<file path="config.mk">
export PLATFORM = sky130hd
export DESIGN_NAME = rsa_keygen_ctrl
export DESIGN_NICKNAME = d
export VERILOG_FILES = /design/src/rtl/rsa_keygen_ctrl.sv
export SDC_FILE = /design/constraint.sdc
export NUM_CORES = 1
export LEC_CHECK = 0
export BUFFER_PORTS_ARGS = -buffer_cell sky130_fd_sc_hd__buf_2
export CORE_ASPECT_RATIO = 0.75
export CORE_MARGIN = 2
export CORE_UTILIZATION = 59
export CTS_CLUSTER_DIAMETER = 200
export DETAILED_ROUTE_END_ITERATION = 10
export PLACE_DENSITY = 0.85
export SLEW_MARGIN = 5
export SYNTH_ARGS = -nofsm -noshare
export SYNTH_HDL_FRONTEND = slang
export SYNTH_SLANG_ARGS = --single-unit
</file>
<file path="constraint.sdc">
create_clock -name clk -period 35.3 [get_ports clk]
set_input_delay 1.765 -clock clk [delete_from_list [all_inputs] [get_ports clk]]
set_output_delay 1.765 -clock clk [all_outputs]
set_load 0.005 [all_outputs]
</file>
<file path="src/rtl/rsa_keygen_ctrl.sv">
// RSA key generation sequencer: forms n=p*q and lambda=(p-1)(q-1), obtains e from an external selector, searches d.
// Latency: 4 + selector wait + d cycles from accepted start to the done pulse.
// Backpressure: start is honoured only when idle (no queueing); the selector is held off by waiting on sel_done.
// Optional macro KEYGEN_TIMEOUT_EN: bounds the selector wait to TIMEOUT cycles, then reports err.
module rsa_keygen_ctrl #(
    parameter int PW      = 4,
    parameter int KW      = 8,
    parameter int TIMEOUT = 1023
) (
    input  logic          clk,
    input  logic          reset,
    input  logic          start,
    input  logic [PW-1:0] p,
    input  logic [PW-1:0] q,
    output logic          busy,
    output logic          done,
    output logic          err,
    output logic [KW-1:0] n,
    output logic [KW-1:0] lambda,
    output logic [KW-1:0] e,
    output logic [KW-1:0] d,
    output logic          sel_start,
    input  logic          sel_done,
    input  logic [KW-1:0] sel_key
);

    localparam logic [2:0] ST_IDLE     = 3'd0;
    localparam logic [2:0] ST_CHECK    = 3'd1;
    localparam logic [2:0] ST_CALC     = 3'd2;
    localparam logic [2:0] ST_SEL_REQ  = 3'd3;
    localparam logic [2:0] ST_SEL_WAIT = 3'd4;
    localparam logic [2:0] ST_INV      = 3'd5;
    localparam logic [2:0] ST_DONE     = 3'd6;
    localparam logic [2:0] ST_ERR      = 3'd7;

    logic [2:0]      state_q, state_d;
    logic [PW-1:0]   p_q, p_d;
    logic [PW-1:0]   q_q, q_d;
    logic [KW-1:0]   n_q, n_d;
    logic [KW-1:0]   lambda_q, lambda_d;
    logic [KW-1:0]   e_q, e_d;
    logic [KW-1:0]   d_q, d_d;
    logic [KW-1:0]   cand_q, cand_d;

    logic [2*KW-1:0] prod;
    logic [2*KW-1:0] divisor;
    logic [2*KW-1:0] residue;
    logic            inv_match;
    logic            tmo_hit;

`ifdef KEYGEN_TIMEOUT_EN
    localparam int TW = $clog2(TIMEOUT + 1);

    logic [TW-1:0] tmo_q, tmo_d;

    // Selector-wait cycle counter: zeroed on the way into SEL_WAIT, counts every waiting cycle.
    always_comb begin
        tmo_d = tmo_q;
        if (state_q == ST_SEL_REQ) begin
            tmo_d = '0;
        end else if (state_q == ST_SEL_WAIT && !sel_done) begin
            tmo_d = tmo_q + TW'(1);
        end
    end

    // Counter register.
    always_ff @(posedge clk or negedge reset) begin
        if (!reset) begin
            tmo_q <= '0;
        end else begin
            tmo_q <= tmo_d;
        end
    end

    // The TIMEOUT-th waiting cycle without sel_done is the last one.
    assign tmo_hit = (tmo_q == TW'(TIMEOUT - 1));
`else
    logic unused_timeout;

    // Without the timeout option the selector may take as long as it likes.
    assign tmo_hit        = 1'b0;
    assign unused_timeout = (TIMEOUT > 0);
`endif

    // Inverse test for the current candidate: (cand * e) mod lambda == 1, full double-width product.
    always_comb begin
        prod      = {{KW{1'b0}}, cand_q} * {{KW{1'b0}}, e_q};
        divisor   = {{KW{1'b0}}, (lambda_q == '0) ? KW'(1) : lambda_q};
        residue   = prod % divisor;
        inv_match = (residue == {{(2*KW-1){1'b0}}, 1'b1});
    end

    // Next-state and datapath update for the key-generation sequence.
    always_comb begin
        state_d  = state_q;
        p_d      = p_q;
        q_d      = q_q;
        n_d      = n_q;
        lambda_d = lambda_q;
        e_d      = e_q;
        d_d      = d_q;
        cand_d   = cand_q;
        case (state_q)
            ST_IDLE: begin
                if (start) begin
                    p_d     = p;
                    q_d     = q;
                    state_d = ST_CHECK;
                end
            end
            ST_CHECK: begin
                if (p_q < PW'(2) || q_q < PW'(2) || p_q == q_q) begin
                    d_d     = '0;
                    state_d = ST_ERR;
                end else begin
                    state_d = ST_CALC;
                end
            end
            ST_CALC: begin
                n_d      = KW'(p_q) * KW'(q_q);
                lambda_d = (KW'(p_q) - KW'(1)) * (KW'(q_q) - KW'(1));
                state_d  = ST_SEL_REQ;
            end
            ST_SEL_REQ: begin
                // A sel_done seen here belongs to no request of ours and is dropped.
                state_d = ST_SEL_WAIT;
            end
            ST_SEL_WAIT: begin
                if (sel_done) begin
                    e_d = sel_key;
                    if (sel_key == '0 || sel_key >= lambda_q) begin
                        d_d     = '0;
                        state_d = ST_ERR;
                    end else begin
                        cand_d  = KW'(1);
                        state_d = ST_INV;
                    end
                end else if (tmo_hit) begin
                    d_d     = '0;
                    state_d = ST_ERR;
                end
            end
            ST_INV: begin
                if (inv_match) begin
                    d_d     = cand_q;
                    state_d = ST_DONE;
                end else if (cand_q + KW'(1) >= lambda_q) begin
                    // Candidates 1..lambda-1 exhausted: e shares a factor with lambda.
                    d_d     = '0;
                    state_d = ST_ERR;
                end else begin
                    cand_d = cand_q + KW'(1);
                end
            end
            ST_DONE: begin
                state_d = ST_IDLE;
            end
            ST_ERR: begin
                state_d = ST_IDLE;
            end
            default: begin
                state_d = ST_IDLE;
            end
        endcase
    end

    // State and datapath registers; reset returns to idle with everything cleared.
    always_ff @(posedge clk or negedge reset) begin
        if (!reset) begin
            state_q  <= ST_IDLE;
            p_q      <= '0;
            q_q      <= '0;
            n_q      <= '0;
            lambda_q <= '0;
            e_q      <= '0;
            d_q      <= '0;
            cand_q   <= '0;
        end else begin
            state_q  <= state_d;
            p_q      <= p_d;
            q_q      <= q_d;
            n_q      <= n_d;
            lambda_q <= lambda_d;
            e_q      <= e_d;
            d_q      <= d_d;
            cand_q   <= cand_d;
        end
    end

    // Status strobes decode directly from the registered state, so they are glitch-free single-state pulses.
    assign busy      = (state_q != ST_IDLE);
    assign done      = (state_q == ST_DONE);
    assign err       = (state_q == ST_ERR);
    assign sel_start = (state_q == ST_SEL_REQ);
    assign n         = n_q;
    assign lambda    = lambda_q;
    assign e         = e_q;
    assign d         = d_q;

endmodule

</file>
=== After elaboration in Yosys (flattened, before gate mapping) ===
Index checks and enable logic that the tools add are counted.

* Register bits after elaboration: 51
* Bits in latches: 0
* Memory bits (writable): 0
* ROM bits: 0
* Input port bits: 20
* Word-level logic and storage cells: 70
* Memories kept: 0

* Add/sub/neg operators: 3
* $mul: 3
* Div/mod/pow operators: 1
* Order comparisons: 4
* Equal/unequal tests: 17
* Shifts and indexed selects: 0
* Mux-type cells: 19
* Bitwise logic cells: 0
* Reductions and logical operators: 15

{| class="wikitable"
|+ Operator list
! kind !! count
|-
| two-way mux 8 bit || 10
|-
| one-hot mux 8 bit (3 select lines) || 1
|-
| one-hot mux 3 bit (7 select lines) || 1
|-
| equality test 16 x 1 -> 1 bit (second input constant) || 1
|-
| greater-or-equal comparator 8 bit || 2
|-
| logical NOT 8 bit || 2
|-
| remainder unit 16 x 8 -> 16 bit || 1
|-
| multiplier 8 x 8 -> 16 bit || 1
|-
| one-hot mux 8 bit (2 select lines) || 1
|-
| two-way mux 3 bit || 5
|-
| inequality test 2 bit (second input constant) || 7
|-
| equality test 3 bit (second input constant) || 4
|-
| AND reduction 5 bit || 2
|-
| subtractor 4 x 1 -> 5 bit (second input constant) || 2
|-
| adder 8 x 1 -> 8 bit (second input constant) || 1
|-
| less-than comparator 4 x 2 -> 1 bit (second input constant) || 2
|-
| multiplier 4 x 4 -> 8 bit || 1
|-
| multiplier 5 x 5 -> 8 bit || 1
|-
| equality test 3 x 2 -> 1 bit (second input constant) || 2
|-
| nonzero test 3 bit || 2
|-
| equality test 4 bit || 1
|-
| AND reduction 2 bit || 2
|-
| equality test 3 x 1 -> 1 bit (second input constant) || 1
|-
| logical NOT 3 bit || 1
|-
| 6 further kinds || 8
|}

=== Depth between registers and ports, before layout ===
Gate-level depths: netlist of run 1.

* Depth after elaboration: 6
* Depth in mapped cells: 174

=== Worst setup path after synthesis of run 1 ===
OpenSTA, ideal clock, no wires.

* Path kind: flip-flop to flip-flop
* Start point: register cand_q[0]
* End point: register cand_q[1]
* Setup time: 0.066 ns
* Arrival: 35.114 ns
* Data required time: 35.234 ns
* Path slack: 0.120 ns
* Stages on the path, launching flop included: 167
* Buffers on the path: 11
* Clock period less this slack: 35.180 ns
* Cells stage by stage: dfrtp_1 > clkbuf_1 > nand2_1 > fa_1 > fa_1 > inv_1 > fa_1 > inv_1 > fa_1 > inv_1 > ha_1 > and2_1 > a221oi_2 > a21oi_2 > a2111o_1 > nand2_1 > xor2_1 > inv_1 > (+131 left out) > ha_1 > inv_1 > o21ai_0 > and2_1 > o21ai_0 > nand2b_1 > a21oi_1 > o21bai_1 > a21oi_1 > nor2b_1 > mux2i_1 > or2_1 > or3_1 > o311a_1 > and4_1 > buf_4 > nor2_1 > a22o_1

* Word-level cells in the longest chain between the ends: 5

{| class="wikitable"
|+ Ends and longest elaborated chain
! what !! RTL line !! source
|-
| start, declared || 43 || <nowiki>logic [KW-1:0] cand_q, cand_d;</nowiki>
|-
| start signal, assigned || 186 || <nowiki>cand_q <= cand_d;</nowiki>
|-
| multiplier 8 x 8 -> 16 bit || 87 || <nowiki>prod = {{KW{1'b0}}, cand_q} * {{KW{1'b0}}, e_q};</nowiki>
|-
| remainder unit 16 x 8 -> 16 bit || 89 || <nowiki>residue = prod % divisor;</nowiki>
|-
| equality test 16 x 1 -> 1 bit || 90 || <nowiki>inv_match = (residue == {{(2*KW-1){1'b0}}, 1'b1});</nowiki>
|-
| inequality test 2 bit (no line) || - ||
|-
| AND reduction 5 bit (no line) || - ||
|}

Parallel ways exist; a longest one is shown, timed or not. The select of a mux whose other input is x is not followed.
A chain may end at the register's enable or synchronous reset.

=== Worst setup path after layout of run 1 ===
* Start point: register e_q[2], in the netlist e[2]
* End point: register d_q[4], in the netlist d[4]

* Word-level cells in the longest chain between the ends: 5

{| class="wikitable"
|+ Ends and longest elaborated chain
! what !! RTL line !! source
|-
| start, declared || 41 || <nowiki>logic [KW-1:0] e_q, e_d;</nowiki>
|-
| start signal, assigned || 175 || <nowiki>e_q <= '0;</nowiki>
|-
| start signal, assigned || 184 || <nowiki>e_q <= e_d;</nowiki>
|-
| multiplier 8 x 8 -> 16 bit * || 87 ||
|-
| remainder unit 16 x 8 -> 16 bit * || 89 ||
|-
| equality test 16 x 1 -> 1 bit * || 90 ||
|-
| inequality test 3 bit (no line) / two-way mux 8 bit (equally long branches) || - ||
|-
| AND reduction 5 bit (no line) / one-hot mux 8 bit (3 select lines) (equally long branches) || - ||
|-
| end signal, assigned || 176 || <nowiki>d_q <= '0;</nowiki>
|-
| end signal, assigned || 185 || <nowiki>d_q <= d_d;</nowiki>
|-
| end, declared || 42 || <nowiki>logic [KW-1:0] d_q, d_d;</nowiki>
|}

Mark *: on every way between the ends. The rest lies on a longest branch, timed or not.

==> results.md, run 1 <==
- Status: finished clean
- Clock Path Buffers: 2
- Routed WL: 36.9 mm
- Vias in the first global route: 11,500
- Starting Density: 60.6%
- Layout area overhead: 13.4%
- Routed Antenna Nets: 0
- Layout fillers: 1,576
- Crit Reg-Reg Startpoint: e[2]
- Total vias in the final route: 12,500
- Synth async-reset ratio: 100%
- EDFF count, synth: 0
- Worst R2R Setup Slack: 1340 ps
- Port Buffers: 55
- Fin crit share: 96.2%
- Synthesized area per cell: 7.95 um^2
- Post-synthesis instance area: 0.0124 mm^2
- Worst hold path class: reg2reg
- DRC violations left: 0
- Most used DFF post-synth: dfrtp_1
- Hold depth: 2
- Worst endpoint data arrival time: 34,150 ps
- Final Wtd Congestion: 1.02
- Sequential share of the synthesized area: 10.3%
- Top cells by count, synth: ha_1 (185), nand2_1 (148), inv_1 (125)
- Register area: 0.00129 mm^2
- Cell taking the most area after synthesis: ha_1
- Area of the multi-input gates: 0.0109 mm^2
- DRT Pass-1 Iters: 5
- Clk Latency, worst-skew pair: 300 ps
- Max-slew violation count: 0
- Layout cell share with drive strength beyond 1: 18.4%
- Iter 0 DRT Violations: 1,262
- Required @ worst endpoint: 35,490 ps
- Worst path slowest cell: fa_1
- Area share of the largest cell type after synthesis: 18.7%
- Core Footprint: 0.0204 mm^2
- Hold worst-path end: n[7]
- Syn nets: 1,815
- Synth Register Bits: 51
- CTS tree: done
- Ant diodes: 0
- Clock skew: 7.43 ps
- Largest net degree at the start of global routing: 52
- Max Fclk: 29.4 MHz
- I/O pins: 56
- Worst r2r dst: d[4]
- MaxCap Viol Count: 0
- Via density: 6.46
- Crit. End Element: register
- Synthesized instance count: 1,557
- Max stage delay on crit path: 540 ps
- WS Path Type: reg2reg
- CTS Sinks: 51
- Clock root buffer: clkbuf_16
- Relative max-transition margin: 25.4%
- Wirelength per Cell: 19.0 um
- Hpwl dp: 27.5 mm
- Initial antenna violation count: 0
- Fin crit period: 33,960 ps
- Total GRT Usage: 31.7%
- Die Height: 129 um
- Most frequent cell after synthesis: ha_1
- Syn. warnings: 0
- Worst-margin pin slew: 1120 ps
- Synth area leaders: ha_1 (19%), dfrtp_1 (10%), fa_1 (8.6%)
- Worst reg2reg path depth: 159
- Top cell by count, worst path: o21a_1
- Crit start category: register
- DIE AREA: 0.0222 mm^2
- Final Util: 68.7%
- H-tree Lvls: 2
- Worst Hold Launch: n[7]
- Clock transition at the registers of the reported paths: 70 ps
- TritonCTS buffer count: 5
- Crit path launch: e[2]
- Final-report setup violation count: 0
- Worst-path fanout max: 10
- Std-Cell Rows: 45
- Die X: 171 um
- Layout Nets: 1,916
- Fin. Hold Viols: 0
- Gr ovfl total: 0
- Unique masters post-synth: 102
- First-pass GRT wire length: 57.1 mm
-- metrics by stage --
| step | TNS [ps] | std cells | cell area, um^2 | setup slack, ps | hold slack (ps) |
|---|---|---|---|---|---|
| 2_1_floorplan | 0 | 1557 | 12400 | 120 | 470 |
| 3_3_place_gp | 0 | 1897 | 13200 | 226 | 458 |
| 3_5_place_dp | -14900 | 1897 | 13200 | -891 | 462 |
| 4_1_cts | 0 | 1907 | 13400 | 38.6 | 482 |
| 5_1_grt | -2440 | 1941 | 14000 | -186 | 504 |
| 6_report | 0 | 1941 | 14000 | 1340 | 480 |
-- critical path, delay by kind of cell, from the launching register on --
family                     cells  cell delay [ps]
AOI/OAI and AO/OA             85            16430
xor gates and xnor gates       1              170
adders and majority gates     21             7190
buffers and inverters         13             1820
DFF                            1              510
muxes                          6             1520
and+or+nand+nor               33             6150
-- layer usage --
| layer | global-route usage [%] | routed length [um] | vias up |
|---|---|---|---|
| li1 | - | - | 5869 |
| met1 | 45.8 | 16200 | 5983 |
| met2 | 49.9 | 16500 | 604 |
| met3 | 5.71 | 3390 | 91 |
| met4 | 5.93 | 848 | 0 |
| met5 | 0 | 0 | - |
-- final cells by class --
class | count | area share, %
Clock buffer | 5 | 0.891
Clock inverter | 3 | 0.481
Sequential cell | 51 | 9.17
Tap cell | 282 | 2.51
Timing Repair Buffer | 131 | 6.05
Inverter | 126 | 3.37
Multi-Input combinational cell | 1343 | 77.5
-- timing repair --
item / 4_1_cts / 5_1_grt
buffers inserted: 2 / 34
cloned: 0 / 0
pin swaps: 1 / 32
hold buffers: 0 / 0
endpoints found under the setup margin: 18 / 18
gates resized for setup: 20 / 85
-- cell usage in the layout, fill, tap and decap left out, drive strengths merged, types with 9 or more instances in the layout --
master / n
a211oi: 10
o2111ai: 9
a21boi: 9
dfrtp: 51
fa: 53
o21ai: 76
a22o: 16
mux2: 36
nor2: 116
ha: 185
nand3: 27
o211ai: 19
nand4: 15
nor2b: 16
o21a: 55
buf: 131
o31ai: 21
xor2: 24
o21bai: 10
nor3: 60
or3: 17
inv: 126
nand2b: 22
mux2i: 19
xnor2: 49
or2: 17
a21o: 25
nand2: 148
a31oi: 17
a21oi: 79
and2: 69
and3: 10
nor4: 12
-- logic make-up after synthesis --
family,count (synthesis),share of synthesized area [%]
AOI/OAI and AO/OA,417,24.2
xor gates and xnor gates,73,5.16
adders and majority gates,238,27.3
buffers and inverters,163,5.12
DFF,51,10.3
muxes,55,4.84
and+or+nand+nor,560,23.1
-- worst max-delay path by stage --
stage	to	slack [ps]	cells past startpoint
4_1_cts	d[4]	40	161
2_1_floorplan	cand_q[1]	120	166
3_3_place_gp	cand_q[1]	230	157
5_1_grt	d[1]	-190	160
3_5_place_dp	cand_q[3]	-890	158
6_report	d[4]	1340	159
-- flip-flops by register name, indices dropped and copies added, names as in the netlist --
signal and flops:
lambda 8, q_q 4, n 8, p_q 4, e 8, d 8
state_q 3, cand_q 8
Power of run 1 is left out: the tool's default activity adds up to more than one toggle a clock period on the data nets, which glitch-free logic cannot reach.
==> run 2: changes to the inputs <==
- PLACE_DENSITY: 0.85 -> 0.8
==> results.md, run 2 (synthesis gave the netlist of run 1 again) <==
- Worst endpoint data arrival time: 33,880 ps (-270 ps)
- Crit Reg-Reg Startpoint: e[3]
- Hold depth: 2 (unchanged)
- Routed WL: 36.6 mm (-0.83%)
- DRT Pass-1 Iters: 6 (+1)
- Worst R2R Setup Slack: 1670 ps (+330 ps)
- Wirelength per Cell: 18.7 um (-1.5%)
- Worst Hold Launch: n[1]
- Max-slew violation count: 0 (unchanged)
- Worst reg2reg path depth: 157 (-1.3%)
- Fin. Hold Viols: 0 (unchanged)
- MaxCap Viol Count: 0 (unchanged)
- Starting Density: 60.6% (unchanged)
- Clk Latency, worst-skew pair: 300 ps (about the same)
- DIE AREA: 0.0222 mm^2 (unchanged)
- Worst hold path class: reg2reg
- Max stage delay on crit path: 550 ps (about the same)
- Layout Nets: 1,930 (+0.73%)
- H-tree Lvls: 2 (unchanged)
- Final Wtd Congestion: 0.939 (-8.0%)
- Worst-margin pin slew: 1110 ps (-6.65 ps)
- Clock transition at the registers of the reported paths: 70 ps (about the same)
- CTS tree: done
- Vias in the first global route: 11,600 (+1.1%)
- Die X: 171 um (unchanged)
- Fin crit period: 33,630 ps (-331 ps)
- WS Path Type: reg2reg
- Required @ worst endpoint: 35,550 ps (+60 ps)
- Hold worst-path end: n[1]
- Hold Buf Count CTS: 0 (unchanged)
- Worst path slowest cell: fa_1
- Fin crit share: 95.3% (-0.94 points)
- Std-Cell Rows: 45 (unchanged)
- Top cell by count, worst path: o21a_1
- Clock Path Buffers: 2 (unchanged)
- Layout area overhead: 14.1%
- Crit start category: register
- Core Footprint: 0.0204 mm^2 (unchanged)
- Clock root buffer: clkbuf_16
- DRC violations left: 0 (unchanged)
- Commonest non-fill, non-tap cells in the layout: ha_1 (177), nand2_1 (146), inv_1 (125)
- Largest net degree at the start of global routing: 52 (unchanged)
- Port Buffers: 55 (unchanged)
- First-pass GRT wire length: 57.2 mm (+0.32%)
- Via density: 6.41 (-0.86%)
- Status: finished clean
- TritonCTS buffer count: 5 (unchanged)
- I/O pins: 56 (unchanged)
- Total vias in the final route: 12,500 (-0.19%)
- Max Fclk: 29.7 MHz (+0.99%)
- Worst r2r dst: d[1]
- Relative max-transition margin: 25.9% (+0.44 points)
- Hpwl dp: 28.0 mm (+2.0%)
- Iter 0 DRT Violations: 1,199 (-5.0%)
- CP delay by family, top: compound AO/OA/AOI/OAI gates
- Total GRT Usage: 31.6% (-0.054 points)
- Gr ovfl total: 0 (unchanged)
- Worst path bufs/invs: 12 (-1)
- Clock skew: 7.80 ps (+0.364 ps)
- Ant diodes: 0 (unchanged)
- Die Height: 129 um (unchanged)
- Worst hold slack: 477 ps (-3.36 ps)
- Initial antenna violation count: 0 (unchanged)
- CTS Sinks: 51 (unchanged)
- Routed Antenna Nets: 0 (unchanged)
- Layout cell share with drive strength beyond 1: 19.1% (+0.69 points)
- Final-report setup violation count: 0 (unchanged)
- Most common cell after layout, fill and taps aside: ha_1
- Crit. End Element: register
- Worst-path fanout max: 10 (unchanged)
==> run 2: final cells by class <==
cell class / count / area, um^2
Sequential cell: 51 / 1290
Clock buffer: 5 / 125
Inverter: 126 / 473
Clock inverter: 2 / 13.8
Tap cell: 282 / 353
Multi-Input combinational cell: 1343 / 10900
Timing Repair Buffer: 145 / 952
Fill cell: 1636 / 6310
==> run 2: what timing repair did <==
item,4_1_cts,5_1_grt
setup buffers,3,41
setup endpoints to repair,18,18
resized for setup,17,90
pin swaps,2,26
==> run 2: through the flow <==
step | instances | setup TNS [ps] | util [%] | cell area [um^2] | setup slack, ps
after CTS | 1913 | 0 | 65.7 | 13400 | 26.2
after global routing | 1954 | -5230 | 69.1 | 14100 | -370
after global placement | 1903 | 0 | 64.6 | 13200 | 211
after floorplan | 1557 | 0 | - | 12400 | 120
after detailed placement | 1903 | -15530 | 64.6 | 13200 | -913
final | 1954 | 0 | 69.1 | 14100 | 1670
==> run 2: worst max path at each step <==
stage / startpoint / to / slack (ps) / cells after the start
after floorplan: cand_q[0] / cand_q[1] / 120 / 166
after global placement: cand_q[2] / d[4] / 210 / 158
after detailed placement: cand_q[1] / d[1] / -910 / 158
after CTS: e[4] / d[1] / 30 / 157
after global routing: cand_q[1] / d[7] / -370 / 164
final: e[3] / d[1] / 1670 / 157
==> run 2: worst register-to-register path, delay by kind of cell (launching register included) <==
family	cells	cell delay (ps)
and+or+nand+nor	32	7110
muxes	3	930
adders and majority gates	21	7520
xor gates and xnor gates	2	350
DFF	1	500
AOI/OAI and AO/OA	87	15660
buffers and inverters	12	1510
==> run 2: per-layer routing <==
layer / vias to the layer above / track usage [%] / routed length, um
li1: 5907 / - / -
met1: 5954 / 46.6 / 16600
met2: 577 / 48.6 / 15800
met3: 85 / 5.44 / 3390
met4: 0 / 6.18 / 828
met5: - / 0 / 0
Power of run 2 is left out for the same reason.
==> run 3: changes to the inputs <==
- ABC_AREA: default -> 1
==> results.md, run 3 <==
- Crit path launch: e[7]
- Cell taking the most area after synthesis: ha_1
- Wirelength per Cell: 13.0 um (-31%)
- Fin crit share: 91.3% (-4.0 points)
- Synthesized area per cell: 6.80 um^2 (-14%)
- Area share of the largest cell type after synthesis: 19.1% (+0.43 points)
- Most used DFF post-synth: dfrtp_1
- Worst path slowest cell: fa_1
- Routed WL: 27.3 mm (-26%)
- Synth async-reset ratio: 100% (unchanged)
- Die X: 169 um (-1.1%)
- Required @ worst endpoint: 35,510 ps (-40 ps)
- TritonCTS buffer count: 5 (unchanged)
- CTS tree: done
- DIE AREA: 0.0217 mm^2 (-2.2%)
- DRC violations left: 0 (unchanged)
- Starting Density: 60.1% (-0.53 points)
- Clock root buffer: clkbuf_16
- Clock skew: 7.00 ps (-0.801 ps)
- Top cells by count, synth: nand2_1 (432), inv_1 (330), ha_1 (185)
- DRT Pass-1 Iters: 5 (-1)
- Vias in the first global route: 10,000 (-13%)
- Ant diodes: 0 (unchanged)
- Worst R2R Setup Slack: 3090 ps (+1420 ps)
- Fin crit period: 32,210 ps (-1420 ps)
- Layout cell share with drive strength beyond 1: 15.1% (-4.0 points)
- Die Height: 128 um (-1.1%)
- Most common cell after layout, fill and taps aside: nand2_1
- Max Fclk: 31.0 MHz (+4.4%)
- Final-report setup violation count: 0 (unchanged)
- Syn nets: 2,038 (+12%)
- Std-Cell Rows: 45 (unchanged)
- Status: finished clean
- Max stage delay on crit path: 550 ps (about the same)
- Core Footprint: 0.0202 mm^2 (-1.4%)
- Synth Register Bits: 51 (unchanged)
- Commonest non-fill, non-tap cells in the layout: nand2_1 (431), inv_1 (326), ha_1 (185)
- Syn. warnings: 0 (unchanged)
- Routed Antenna Nets: 0 (unchanged)
- I/O pins: 56 (unchanged)
- Crit. End Element: register
- Most frequent cell after synthesis: nand2_1
- Largest net degree at the start of global routing: 52 (unchanged)
- Layout area overhead: 8.38%
- Initial antenna violation count: 0 (unchanged)
- Gr ovfl total: 0 (unchanged)
- Synthesized instance count: 1,780 (+14%)
- Worst-margin pin slew: 1060 ps (-49.0 ps)
- Clock Path Buffers: 2 (unchanged)
- Clk Latency, worst-skew pair: 300 ps (about the same)
- Port Buffers: 55 (unchanged)
- Unique masters post-synth: 57 (-44%)
- CTS Sinks: 51 (unchanged)
- First-pass GRT wire length: 46.2 mm (-19%)
- Clock transition at the registers of the reported paths: 70 ps (about the same)
- Via density: 5.26 (-18%)
- Total GRT Usage: 25.2% (-6.4 points)
- Top cell by count, worst path: nand2_1
- Post-synthesis instance area: 0.0121 mm^2 (-2.2%)
- Worst endpoint data arrival time: 32,420 ps (-1460 ps)
- Crit Reg-Reg Startpoint: e[7]
- Sequential share of the synthesized area: 10.5% (+0.24 points)
- MaxCap Viol Count: 0 (unchanged)
- Layout Nets: 2,099 (+8.8%)
- Hold Buf Count CTS: 0 (unchanged)
- Worst hold path class: reg2reg
- Hpwl dp: 22.0 mm (-21%)
- Fin. Hold Viols: 0 (unchanged)
- Final Wtd Congestion: 0.896 (-4.6%)
- Total vias in the final route: 11,000 (-12%)
- H-tree Lvls: 2 (unchanged)
- Worst Hold Launch: n[1]
- EDFF count, synth: 0 (unchanged)
- Relative max-transition margin: 28.8% (+3.0 points)
- WS Path Type: reg2reg
- Worst-path fanout max: 14 (+4)
- Iter 0 DRT Violations: 693 (-42%)
- Max-slew violation count: 0 (unchanged)
- Crit start category: register
- Synth area leaders: ha_1 (19%), nand2_1 (13%), dfrtp_1 (11%)
- Worst hold slack: 467 ps (-9.63 ps)
-- run 3: changes by cell type after synthesis, sizes merged, moves of 36 or more --
cell / before / now
and2: 69 / 2
nand2: 148 / 470
inv: 126 / 350
a21oi: 79 / 43
nor3: 60 / 19
nand3: 27 / 125
o21a: 55 / 11
-- run 3: worst max-delay path: cells and delay by family, from the launching register on --
family	cells	cell delay, ps
AO/OA/AOI/OAI	67	10490
adder cells (fa/ha/maj)	21	7420
buffers and inverters	31	2830
flip-flops	1	470
AND/OR/NAND/NOR	102	10870
-- run 3: timing repair --
item                       CTS  global route
setup endpoints to repair    0            18
setup buffers                0            29
resized for setup            0            55
-- run 3: cells by family after synthesis --
| kind of cell | count (synthesis) | synth area share [%] |
|---|---|---|
| compound gates | 203 | 10.4 |
| mux | 9 | 0.837 |
| xor+xnor | 93 | 6.73 |
| simple gates | 795 | 31.2 |
| buf+inv | 391 | 12.5 |
| fa+ha+maj | 238 | 27.9 |
| flops | 51 | 10.5 |
-- run 3: final cells by class --
class,instances,area [um^2]
clock buffer,6,139
clock inverter,2,35.0
fill,1749,7030
inverter,356,1360
multi-input combinational,1339,9450
sequential,51,1290
tap,258,323
timing repair buffer,86,508
timing repair inverter,2,10.0
-- run 3: through the flow --
step                area (um^2)  util (%)  setup TNS, ps  instances  setup WS (ps)
floorplan                 12100         -              0       1780           4210
global placement          12600      62.3              0       2060           2150
detailed placement        12600      62.3              0       2060           1120
CTS                       12700      63.1              0       2068            970
global route              13100      65.1           -527       2100           -115
finish                    13100      65.1              0       2100           3090
-- run 3: layer usage --
layer	GRT usage, %	vias to the layer above	wire length, um
met5	0	-	0
met4	2.87	0	252
met3	2.66	15	1110
met2	40.3	214	12000
met1	37.9	5043	13900
li1	-	5777	-
-- run 3: worst paths after layout --
path,to,cells after the start
setup / recovery,cand_q[3],221
hold / removal,n[1],2
setup reg to reg,cand_q[3],221
hold reg to reg,n[1],2
max in group asynchronous,cand_q[6],2
min in group asynchronous,n[6],2
Power of run 3 is left out for the same reason.
